[config.mk]
export PLATFORM = sky130hd
export DESIGN_NAME = mem_port_arbiter_flat
export DESIGN_NICKNAME = d
export VERILOG_FILES = /design/src/rtl/mem_port_arbiter_pkg.sv /design/src/rtl/mem_port_arbiter_if.sv /design/src/rtl/mem_arb_pick.sv /design/src/rtl/mem_port_arbiter.sv /design/src/flat_wrapper.sv
export SDC_FILE = /design/constraint.sdc
export NUM_CORES = 1
export LEC_CHECK = 0
export CAP_MARGIN = 15
export CORE_MARGIN = 8
export CORE_UTILIZATION = 38
export DETAILED_ROUTE_END_ITERATION = 10
export PLACE_DENSITY = 0.78
export SETUP_SLACK_MARGIN = 0.02
export SLEW_MARGIN = 20
export SYNTH_ARGS = -nofsm -noshare
export SYNTH_HDL_FRONTEND = slang
export SYNTH_SLANG_ARGS = --single-unit
[constraint.sdc]
create_clock -name clock -period 1.59 [get_ports clock]
set_clock_uncertainty 0.2 [all_clocks]
set_input_delay 0.318 -clock clock [delete_from_list [all_inputs] [get_ports clock]]
set_output_delay 0.318 -clock clock [all_outputs]
set_load 0.005 [all_outputs]
[src/rtl/mem_port_arbiter_pkg.sv]
// mem_port_arbiter_pkg
//   Shared definitions for the unified-memory port arbiter.
//   - DEF_AW / DEF_DW : default address/data widths, shared with pipeline_cpu
//   - arb_state_t     : arbiter sequencing states (IDLE -> ACCESS -> DONE)
//   - owner_t         : which requester owns the current access (fetch or data)
package mem_port_arbiter_pkg;

  localparam int DEF_AW = 8;
  localparam int DEF_DW = 16;

  typedef enum logic [1:0] {
    ST_IDLE   = 2'd0,
    ST_ACCESS = 2'd1,
    ST_DONE   = 2'd2
  } arb_state_t;

  typedef enum logic {
    OWN_I = 1'b0,
    OWN_D = 1'b1
  } owner_t;

endpackage

[src/rtl/mem_port_arbiter_if.sv]
// mem_port_arbiter_if
//   Bundles the fetch port, data port and memory-macro port of the arbiter.
//   Modports:
//     slave  : the arbiter (takes requests + mem_rdata, drives grants/valids/stalls/mem_*)
//     master : the surroundings (pipeline stages + memory macro)
//   Fetch  : i_req, i_addr -> i_gnt, i_valid, i_rdata, stall_if
//   Data   : d_req, d_we, d_addr, d_wdata -> d_gnt, d_valid, d_rdata, stall_mem
//   Memory : mem_en, mem_we, mem_addr, mem_wdata -> mem_rdata
//   AW/DW must match the arbiter instance's AW/DW.
interface mem_port_arbiter_if
  import mem_port_arbiter_pkg::*;
#(
  parameter int AW = DEF_AW,
  parameter int DW = DEF_DW
);

  // Fetch port
  logic          i_req;
  logic [AW-1:0] i_addr;
  logic          i_gnt;
  logic          i_valid;
  logic [DW-1:0] i_rdata;
  logic          stall_if;

  // Data port
  logic          d_req;
  logic          d_we;
  logic [AW-1:0] d_addr;
  logic [DW-1:0] d_wdata;
  logic          d_gnt;
  logic          d_valid;
  logic [DW-1:0] d_rdata;
  logic          stall_mem;

  // Memory macro port
  logic          mem_en;
  logic          mem_we;
  logic [AW-1:0] mem_addr;
  logic [DW-1:0] mem_wdata;
  logic [DW-1:0] mem_rdata;

  modport slave (
    input  i_req, i_addr, d_req, d_we, d_addr, d_wdata, mem_rdata,
    output i_gnt, i_valid, i_rdata, stall_if,
    output d_gnt, d_valid, d_rdata, stall_mem,
    output mem_en, mem_we, mem_addr, mem_wdata
  );

  modport master (
    output i_req, i_addr, d_req, d_we, d_addr, d_wdata, mem_rdata,
    input  i_gnt, i_valid, i_rdata, stall_if,
    input  d_gnt, d_valid, d_rdata, stall_mem,
    input  mem_en, mem_we, mem_addr, mem_wdata
  );

endinterface

[src/rtl/mem_arb_pick.sv]
// mem_arb_pick
//   Combinational winner selection for the arbiter.
//   Data requests win by default so the MEM stage drains first, except when a
//   fetch is pending and data has already taken MAX_D_STREAK grants in a row.
//   Ports:
//     i_req  in  fetch request
//     d_req  in  data request
//     streak in  consecutive data grants taken while a fetch was waiting
//     owner  out winner (only meaningful when i_req | d_req)
module mem_arb_pick
  import mem_port_arbiter_pkg::*;
#(
  parameter int MAX_D_STREAK = 4,
  parameter int SW           = 3
) (
  input  logic          i_req,
  input  logic          d_req,
  input  logic [SW-1:0] streak,
  output owner_t        owner
);

  logic starve_i;

  assign starve_i = i_req && (streak == SW'(MAX_D_STREAK));
  assign owner    = (d_req && !starve_i) ? OWN_D : OWN_I;

endmodule

[src/rtl/mem_port_arbiter.sv]
// mem_port_arbiter
//   Shares one single-ported memory between instruction fetch and LOAD/STORE.
//   Each access runs IDLE -> ACCESS (MEM_LAT cycles) -> DONE -> IDLE, so one
//   access completes every MEM_LAT+2 cycles. Grants and valids are one-cycle
//   pulses to the winner only; the stall outputs keep the pipeline frozen
//   until the matching valid pulse.
//   Ports:
//     clock   in  system clock, all state on rising edge
//     reset   in  synchronous active-high reset
//     enable  in  0 blocks new grants; an access already started completes
//     bus     slave side of mem_port_arbiter_if (fetch, data and memory ports)
module mem_port_arbiter
  import mem_port_arbiter_pkg::*;
#(
  parameter int AW           = DEF_AW,
  parameter int DW           = DEF_DW,
  parameter int MEM_LAT      = 2,
  parameter int MAX_D_STREAK = 4
) (
  input  logic                clock,
  input  logic                reset,
  input  logic                enable,
  mem_port_arbiter_if.slave   bus
);

  localparam int CW = (MEM_LAT > 1) ? $clog2(MEM_LAT) : 1;
  localparam int SW = $clog2(MAX_D_STREAK + 1);

  arb_state_t    state_reg;
  owner_t        owner_reg;
  owner_t        owner_next;
  logic [CW-1:0] cnt_reg;
  logic [SW-1:0] streak_reg;

  logic          i_gnt_reg;
  logic          d_gnt_reg;
  logic          i_valid_reg;
  logic          d_valid_reg;
  logic [DW-1:0] i_rdata_reg;
  logic [DW-1:0] d_rdata_reg;
  logic          mem_en_reg;
  logic          mem_we_reg;
  logic [AW-1:0] mem_addr_reg;
  logic [DW-1:0] mem_wdata_reg;

  mem_arb_pick #(
    .MAX_D_STREAK (MAX_D_STREAK),
    .SW           (SW)
  ) u_pick (
    .i_req  (bus.i_req),
    .d_req  (bus.d_req),
    .streak (streak_reg),
    .owner  (owner_next)
  );

  always_ff @(posedge clock) begin
    if (reset) begin
      state_reg     <= ST_IDLE;
      owner_reg     <= OWN_I;
      cnt_reg       <= '0;
      streak_reg    <= '0;
      i_gnt_reg     <= 1'b0;
      d_gnt_reg     <= 1'b0;
      i_valid_reg   <= 1'b0;
      d_valid_reg   <= 1'b0;
      i_rdata_reg   <= '0;
      d_rdata_reg   <= '0;
      mem_en_reg    <= 1'b0;
      mem_we_reg    <= 1'b0;
      mem_addr_reg  <= '0;
      mem_wdata_reg <= '0;
    end else begin
      // Grant and valid are single-cycle pulses.
      i_gnt_reg   <= 1'b0;
      d_gnt_reg   <= 1'b0;
      i_valid_reg <= 1'b0;
      d_valid_reg <= 1'b0;

      case (state_reg)
        ST_IDLE: begin
          if (enable && (bus.i_req || bus.d_req)) begin
            state_reg  <= ST_ACCESS;
            owner_reg  <= owner_next;
            cnt_reg    <= CW'(MEM_LAT - 1);
            mem_en_reg <= 1'b1;
            if (owner_next == OWN_D) begin
              d_gnt_reg     <= 1'b1;
              mem_we_reg    <= bus.d_we;
              mem_addr_reg  <= bus.d_addr;
              mem_wdata_reg <= bus.d_wdata;
              // Count only the data grants that made a waiting fetch wait longer.
              streak_reg    <= bus.i_req ? streak_reg + SW'(1) : '0;
            end else begin
              i_gnt_reg    <= 1'b1;
              mem_we_reg   <= 1'b0;
              mem_addr_reg <= bus.i_addr;
              streak_reg   <= '0;
            end
          end
        end

        ST_ACCESS: begin
          if (cnt_reg == '0) begin
            // mem_rdata is valid in this last access cycle.
            state_reg  <= ST_DONE;
            mem_en_reg <= 1'b0;
            mem_we_reg <= 1'b0;
            if (owner_reg == OWN_D) begin
              d_valid_reg <= 1'b1;
              if (!mem_we_reg) begin
                d_rdata_reg <= bus.mem_rdata;
              end
            end else begin
              i_valid_reg <= 1'b1;
              i_rdata_reg <= bus.mem_rdata;
            end
          end else begin
            cnt_reg <= cnt_reg - CW'(1);
          end
        end

        // No grant here: the requester still holds its old req during DONE.
        ST_DONE: begin
          state_reg <= ST_IDLE;
        end

        default: begin
          state_reg <= ST_IDLE;
        end
      endcase
    end
  end

  assign bus.i_gnt     = i_gnt_reg;
  assign bus.d_gnt     = d_gnt_reg;
  assign bus.i_valid   = i_valid_reg;
  assign bus.d_valid   = d_valid_reg;
  assign bus.i_rdata   = i_rdata_reg;
  assign bus.d_rdata   = d_rdata_reg;
  assign bus.mem_en    = mem_en_reg;
  assign bus.mem_we    = mem_we_reg;
  assign bus.mem_addr  = mem_addr_reg;
  assign bus.mem_wdata = mem_wdata_reg;

  assign bus.stall_if  = bus.i_req & ~i_valid_reg;
  assign bus.stall_mem = bus.d_req & ~d_valid_reg;

endmodule

[src/flat_wrapper.sv]
// flat-port wrapper written by rule: the top's interface ports become plain ports
module mem_port_arbiter_flat import mem_port_arbiter_pkg::*;
#(
  parameter int AW           = DEF_AW,
  parameter int DW           = DEF_DW,
  parameter int MEM_LAT      = 2,
  parameter int MAX_D_STREAK = 4
)
  (clock, reset, enable, bus_i_req, bus_i_addr, bus_d_req, bus_d_we, bus_d_addr, bus_d_wdata, bus_mem_rdata, bus_i_gnt, bus_i_valid, bus_i_rdata, bus_stall_if, bus_d_gnt, bus_d_valid, bus_d_rdata, bus_stall_mem, bus_mem_en, bus_mem_we, bus_mem_addr, bus_mem_wdata);
  mem_port_arbiter_if #(.AW(AW), .DW(DW)) bus_i ();
  input  logic clock;
  input  logic reset;
  input  logic enable;
  input wire logic [$bits(bus_i.i_req)-1:0] bus_i_req;
  input wire logic [$bits(bus_i.i_addr)-1:0] bus_i_addr;
  input wire logic [$bits(bus_i.d_req)-1:0] bus_d_req;
  input wire logic [$bits(bus_i.d_we)-1:0] bus_d_we;
  input wire logic [$bits(bus_i.d_addr)-1:0] bus_d_addr;
  input wire logic [$bits(bus_i.d_wdata)-1:0] bus_d_wdata;
  input wire logic [$bits(bus_i.mem_rdata)-1:0] bus_mem_rdata;
  output wire logic [$bits(bus_i.i_gnt)-1:0] bus_i_gnt;
  output wire logic [$bits(bus_i.i_valid)-1:0] bus_i_valid;
  output wire logic [$bits(bus_i.i_rdata)-1:0] bus_i_rdata;
  output wire logic [$bits(bus_i.stall_if)-1:0] bus_stall_if;
  output wire logic [$bits(bus_i.d_gnt)-1:0] bus_d_gnt;
  output wire logic [$bits(bus_i.d_valid)-1:0] bus_d_valid;
  output wire logic [$bits(bus_i.d_rdata)-1:0] bus_d_rdata;
  output wire logic [$bits(bus_i.stall_mem)-1:0] bus_stall_mem;
  output wire logic [$bits(bus_i.mem_en)-1:0] bus_mem_en;
  output wire logic [$bits(bus_i.mem_we)-1:0] bus_mem_we;
  output wire logic [$bits(bus_i.mem_addr)-1:0] bus_mem_addr;
  output wire logic [$bits(bus_i.mem_wdata)-1:0] bus_mem_wdata;
  assign bus_i.i_req = bus_i_req;
  assign bus_i.i_addr = bus_i_addr;
  assign bus_i.d_req = bus_d_req;
  assign bus_i.d_we = bus_d_we;
  assign bus_i.d_addr = bus_d_addr;
  assign bus_i.d_wdata = bus_d_wdata;
  assign bus_i.mem_rdata = bus_mem_rdata;
  assign bus_i_gnt = bus_i.i_gnt;
  assign bus_i_valid = bus_i.i_valid;
  assign bus_i_rdata = bus_i.i_rdata;
  assign bus_stall_if = bus_i.stall_if;
  assign bus_d_gnt = bus_i.d_gnt;
  assign bus_d_valid = bus_i.d_valid;
  assign bus_d_rdata = bus_i.d_rdata;
  assign bus_stall_mem = bus_i.stall_mem;
  assign bus_mem_en = bus_i.mem_en;
  assign bus_mem_we = bus_i.mem_we;
  assign bus_mem_addr = bus_i.mem_addr;
  assign bus_mem_wdata = bus_i.mem_wdata;
  mem_port_arbiter #(.AW(AW), .DW(DW), .MEM_LAT(MEM_LAT), .MAX_D_STREAK(MAX_D_STREAK)) u_core (.clock(clock), .reset(reset), .enable(enable), .bus(bus_i));
endmodule
==> results of run 1 <==
timing repair:
item | in CTS | in global routing
buffers inserted | 19 | 4
setup endpoints to repair | 102 | 65
gates cloned | 11 | 4
endpoints found under the hold margin | 0 | 0
gates resized for setup | 157 | 149
pin swaps | 53 | 99
where the power goes:
group / internal (µW) / total, µW / switching (µW)
Combinational: 499 / 987 / 488
Clock: 884 / 1580 / 700
Sequential: 1810 / 1880 / 69.4
Total: 3190 / 4450 / 1260
layout by cell type (no fill, tap or decap), types with 4 or more instances in the layout:
master	instances
dlygate4sd2_1	65
dfxtp_1	57
clkdlybuf4s50_1	49
a21oi_2	47
buf_4	20
nand2_1	19
buf_6	19
nand4_1	18
nand2_4	16
o31ai_4	16
nand3_2	15
a21oi_1	14
nand3_1	12
o21ai_2	12
o21ai_1	11
buf_12	10
dfxtp_2	10
clkbuf_8	9
a311oi_1	5
nor2_1	4
worst max path at each step:
stage                          from  slack (ns)                  endpoint  depth (start not counted)
2_1_floorplan  u_core.streak_reg[0]        0.02  u_core.bus.mem_wdata[11]                          6
3_3_place_gp              bus_d_req       -0.45             bus_stall_mem                          4
3_5_place_dp                 enable       -0.47  u_core.bus.mem_wdata[15]                          5
4_1_cts         u_core.state_reg[0]       -0.09  u_core.bus.mem_wdata[15]                          5
5_1_grt         u_core.state_reg[0]       -0.16  u_core.bus.mem_wdata[13]                          7
6_report        u_core.state_reg[0]       -0.14  u_core.bus.mem_wdata[13]                          7
cell type report:
class,instances,area share
clock buffers,10,0.0229
clock inverters,6,0.0157
inverters,4,0.00269
multi-input cells,225,0.364
flip-flops and latches,69,0.251
well taps,99,0.0222
repair buffers,172,0.321
metal layers:
layer / up-vias / global-route usage
met1: 1619 / 0.234
met5: - / 0
li1: 1509 / -
met3: 29 / 0.0729
met4: 0 / 0.0951
met2: 165 / 0.339
through the flow:
| stage | util | hold WS [ns] |
|---|---|---|
| final | 0.778 | 0.108 |
| after global routing | 0.778 | 0.103 |
| after CTS | 0.706 | 0.101 |
| after detailed placement | 0.587 | 0.246 |
| after global placement | 0.587 | 0.242 |
| after floorplan | - | 0.253 |
cell families after synthesis:
kind of cell             Yosys count
adder cells (fa/ha/maj)            2
buffers and inverters             37
AO/OA/AOI/OAI                    117
AND/OR/NAND/NOR                  105
flip-flops                        69
==> key figures, run 1 <==
Place
  – RePlAce Congestion: 0.840
  – Placed instance count: 538
  – Port Buffers: 117
  – Placement Cell Area: 0.00421 mm²
  – HPWL Detailed: 6420 µm
  – Pre-CTS setup slack: -0.472 ns

Cells and area
  – Antenna diodes: 0
  – Post-route cell area: 0.00558 mm²
  – Final-stage net count: 537
  – Area delta synth->final: 99.7%
  – Non-filler instance count after layout: 585
  – Area of the multi-input gates: 0.00203 mm²
  – Share of layout cells above drive strength 1: 0.449
  – Fillers: 452
  – Sequential cell area: 0.00140 mm²

Floorplanning
  – I/O Pins: 118
  – Die Wd: 102 µm
  – Floorplan Core Area: 0.00718 mm²
  – Initial Utilization: 0.389
  – Die area: 0.0104 mm²
  – FP Rows: 31
  – Die height: 102 µm

Synthesis
  – Mapped cell area: 0.00279 mm²
  – Post-synth top cells: dfxtp_1, a21oi_1, nand2_1
  – Yosys synthesis warning count: 0
  – Adder-cell share of the synthesized area: 0.00896
  – Post-synthesis mux area share: 0
  – Distinct cells, synth: 31
  – Post-synth top area share: 0.494
  – Register area share after synthesis: 0.494
  – Top-count cell post-synth: dfxtp_1
  – Largest cells by area after synthesis: dfxtp_1, a21oi_1, nand3_1
  – Number of synthesized register bits: 69
  – Main combinational cell family by area after synthesis: compound AO/OA/AOI/OAI gates
  – Post-synth top flop: dfxtp_1
  – Post-synthesis simple-gate area fraction: 0.199
  – Post-synthesis xor/xnor area fraction: 0
  – Synthesized area per cell: 8.47 µm²
  – Synth area leader: dfxtp_1
  – Compound-gate portion of the synthesized area: 0.238
  – Asr flop ratio synth: 0
  – Synthesized instance count: 330
  – Syn nets: 386
  – Post-synth EDFFs: 0

Critical path
  – CP Max Fanout: 7
  – R2R Setup Slk: -0.14 ns
  – WP buf/inv: 4
  – Crit path DAT: 1.80 ns
  – R2R depth: 7
  – Reg2reg end: u_core.bus.mem_wdata[13]
  – CP cell instances: buf_6 > buf_6 > nor3b_4 > buf_6 > buf_12 > nand4_1 > a21oi_2
  – WP data required: 1.67 ns
  – Crit path capture type: flip-flop
  – Most frequent CP cell: buf_6
  – Reg2reg start: u_core.state_reg[0]
  – Critical path startpoint category: flip-flop
  – Worst Path Class, Setup: reg2reg
  – Crit-path slowest cell: dfxtp_4
  – Crit-path leading delay family: buffers and inverters
  – Largest stage delay, worst path: 0.35 ns

Timing
  – Fmax: 0.579 GHz
  – Final period utilization: 1.09
  – Max-slew violations: 0
  – Final setup fails: 47
  – Final worst slack: -0.138 ns
  – Setup TNS Final: -3.17 ns
  – Worst slew margin: 0.629
  – Worst slew pin tran: 0.556 ns
  – RSZ-0062 raised after global routing: true
  – Min Tclk post-route: 1.73 ns
  – Final Hold Fails: 0

Drt
  – Final WL: 12,300 µm
  – Met2 WL: 6070 µm
  – Vias: 3,322
  – Met3 wire length: 1160 µm
  – Initial DRC count: 167
  – DRT Pass-1 Iters: 4
  – Number of routed nets with antenna violations: 0
  – Wirelength per Cell: 20.9 µm
  – Vias per cell: 5.68
  – # DRC: 0
  – Wl on met1: 4680 µm
  – Top Layer Used: met4

Clocking
  – CTS tree: done
  – Htree depth: 3
  – Clock slew at reported path FFs: 0.08 ns
  – CTS max path bufs: 2
  – Hold buffers post-CTS: 0
  – Clock Latency Late Sink: 0.34 ns
  – Clk root buf: clkbuf_8
  – TritonCTS Buffers: 9
  – TritonCTS sink count: 69

Pwr
  – VDD IR-drop max: 0.000394 V
  – PwrDens: 797 mW/mm²
  – Power, Total: 4450 µW
  – Leakage: 0.00215 µW

Global route
  – Largest net degree at the start of global routing: 35
  – Remaining Overflow, GRT: 0
  – Initial antenna violation count: 0
  – Total track usage: 0.206
  – First-pass GRT wire length: 16,700 µm
  – Vias in the first global route: 3,239

Outcome
  – Violated checks: negative setup slack
  – Outcome: complete, but fails checks

Min path
  – Hold Crit Class: in2reg
  – Hold_sp: reset
  – Hold EP: u_core.streak_reg[1]
  – Hold depth: 2

Run
  – Max Cap Viol: 0
No activity file was read; power rests on OpenSTA's default activity.
==> inputs of run 2 (changes only) <==
--- a/config.mk
+++ b/config.mk
@@ -11,7 +11,6 @@
 export DETAILED_ROUTE_END_ITERATION = 10
 export PLACE_DENSITY = 0.78
 export SETUP_SLACK_MARGIN = 0.02
-export SLEW_MARGIN = 20
 export SYNTH_ARGS = -nofsm -noshare
 export SYNTH_HDL_FRONTEND = slang
 export SYNTH_SLANG_ARGS = --single-unit
==> results of run 2 <==
Same layout as run 1: the final DEF is identical, and so are final timing and power.
==> inputs of run 3 (changes only) <==
--- a/config.mk
+++ b/config.mk
@@ -5,8 +5,8 @@
 export SDC_FILE = /design/constraint.sdc
 export NUM_CORES = 1
 export LEC_CHECK = 0
-export CAP_MARGIN = 15
-export CORE_MARGIN = 8
+export ABC_AREA = 0
+export CORE_MARGIN = 1
 export CORE_UTILIZATION = 38
 export DETAILED_ROUTE_END_ITERATION = 10
 export PLACE_DENSITY = 0.78
==> run 3 against run 2 <==
  * The flow still finishes with violations (negative setup slack)
  * Power fell by 11%
  * Combinational power is 29% lower
  * Cell count shrank 2.9%
  * Die area fell by 26%
  * Non-clock buffer count decreased by 15
  * Fmax grew 6.9%
  * Sequential power barely moved
  * Via count fell by 5.6%
  * Flip-flop and latch count unchanged
  * Critical path depth stayed put
  * Worst setup slack better by 0.11 ns
  * Critical endpoint is now u_core.bus.mem_wdata[7]
  * Highest routed layer unchanged
==> key figures, run 3 (synthesized netlist as in run 1, its figures left out) <==
Place
  – Placement Cell Area: 0.00424 mm²
  – Pre-CTS setup slack: -0.449 ns
  – RePlAce Congestion: 0.772
  – Port Buffers: 117
  – HPWL Detailed: 5740 µm

Cells and area
  – Post-route cell area: 0.00478 mm²
  – Area of the multi-input gates: 0.00151 mm²
  – Sequential cell area: 0.00142 mm²
  – Util after Layout: 0.689
  – Commonest non-fill, non-tap cell in the layout: dlygate4sd2_1
  – Antenna diodes: 0
  – Commonest non-fill, non-tap cells in the layout: dlygate4sd2_1, a21oi_1, clkdlybuf4s50_1
  – Share of layout cells above drive strength 1: 0.269
  – Final-stage net count: 523
  – Area delta synth->final: 71.2%
  – Fillers: 564

Pwr
  – VDD IR-drop max: 0.000486 V
  – Leakage: 0.00196 µW
  – Power, Total: 3950 µW
  – PwrDens: 826 mW/mm²

Timing
  – Max-slew violations: 0
  – Final setup fails: 3
  – Final period utilization: 1.02
  – Worst slew pin tran: 0.478 ns
  – RSZ-0062 raised after global routing: true
  – Worst slew margin: 0.681
  – Fmax: 0.619 GHz
  – Setup TNS Final: -0.0525 ns
  – Min Tclk post-route: 1.62 ns
  – Final worst slack: -0.0256 ns
  – Final Hold Fails: 0

Outcome
  – Outcome: complete, but fails checks
  – Violated checks: negative setup slack

Drt
  – DRT Pass-1 Iters: 5
  – # DRC: 0
  – Vias: 3,136
  – Wl on met1: 3960 µm
  – Wirelength per Cell: 16.5 µm
  – Top Layer Used: met4
  – Number of routed nets with antenna violations: 0
  – Met2 WL: 4530 µm
  – Initial DRC count: 104
  – Final WL: 9390 µm
  – Vias per cell: 5.52
  – Met3 wire length: 755 µm

Critical path
  – CP cell instances: inv_2 > ha_4 > and3_4 > buf_8 > buf_16 > o31ai_2 > a21oi_1
  – Worst Path Class, Setup: reg2reg
  – Crit-path slowest cell: dfxtp_2
  – WP data required: 1.61 ns
  – Critical path startpoint category: flip-flop
  – CP Max Fanout: 8
  – R2R depth: 7
  – Crit path DAT: 1.64 ns
  – Crit path capture type: flip-flop
  – CP Depth: 7
  – Largest stage delay, worst path: 0.34 ns
  – Crit-path leading delay family: flip-flops
  – WP buf/inv: 3

Floorplanning
  – Die height: 87.7 µm
  – Initial Utilization: 0.402
  – Die area: 0.00770 mm²
  – Die Wd: 87.7 µm
  – I/O Pins: 118
  – Floorplan Core Area: 0.00694 mm²
  – FP Rows: 30

Clocking
  – TritonCTS Buffers: 9
  – Clock slew at reported path FFs: 0.07 ns
  – TritonCTS sink count: 69
  – Clk root buf: clkbuf_8
  – CTS max path bufs: 2
  – Clock Latency Late Sink: 0.34 ns
  – Htree depth: 3
  – CTS tree: done

Run
  – Max Cap Viol: 0

Global route
  – Total track usage: 0.241
  – Vias in the first global route: 2,894
  – Remaining Overflow, GRT: 0
  – Initial antenna violation count: 0
  – First-pass GRT wire length: 14,200 µm
  – Largest net degree at the start of global routing: 25

Min path
  – Hold Crit Class: in2reg
  – Hold depth: 2
[run 3: cell count changes in the layout (fill, tap and decap cells not counted), sizes merged, moves of 2 or more]
cell,before,now
buf,55,43
bufinv,2,0
clkinv,4,2
or3b,2,4
[run 3: cell type report]
type                       count  area share
clock buffer                  13      0.0374
clock inverter                 3     0.00366
inverter                       4     0.00314
multi-input combinational    226       0.315
sequential                    69       0.297
tap                           96      0.0251
timing repair buffer         157       0.318
[run 3: metrics by stage]
stage                     hold slack, ns  instances
after floorplan                    0.253        330
after global routing               0.229        568
after detailed placement           0.244        541
final                              0.229        568
after CTS                          0.198        569
after global placement             0.242        541
[run 3: power breakdown]
group	switching, µW	internal [µW]
Clock	654	732
Sequential	54.9	1810
Combinational	336	365
[run 3: layer usage]
metal / track usage / up-vias
li1: - / 1483
met1: 0.302 / 1474
met2: 0.395 / 165
met3: 0.0688 / 14
met4: 0.0879 / 0
met5: 0 / -
[run 3: worst paths after layout]
check                                            start                      end  slack [ns]
worst max-delay path              u_core.streak_reg[1]  u_core.bus.mem_wdata[7]       -0.03
worst min-delay path                             reset       u_core.bus.i_valid        0.23
worst max register to register    u_core.streak_reg[1]  u_core.bus.mem_wdata[7]       -0.03
worst min register to register  u_core.bus.i_rdata[15]   u_core.bus.i_rdata[15]        0.25
[run 3: what timing repair did]
| item | in CTS | in global routing |
|---|---|---|
| buffers inserted | 6 | 1 |
| pin swaps | 7 | 15 |
| hold buffers | 0 | 0 |
| resized for setup | 122 | 47 |
| cloned | 6 | 0 |
| hold endpoints to repair | 0 | 0 |
| endpoints found under the setup margin | 104 | 48 |
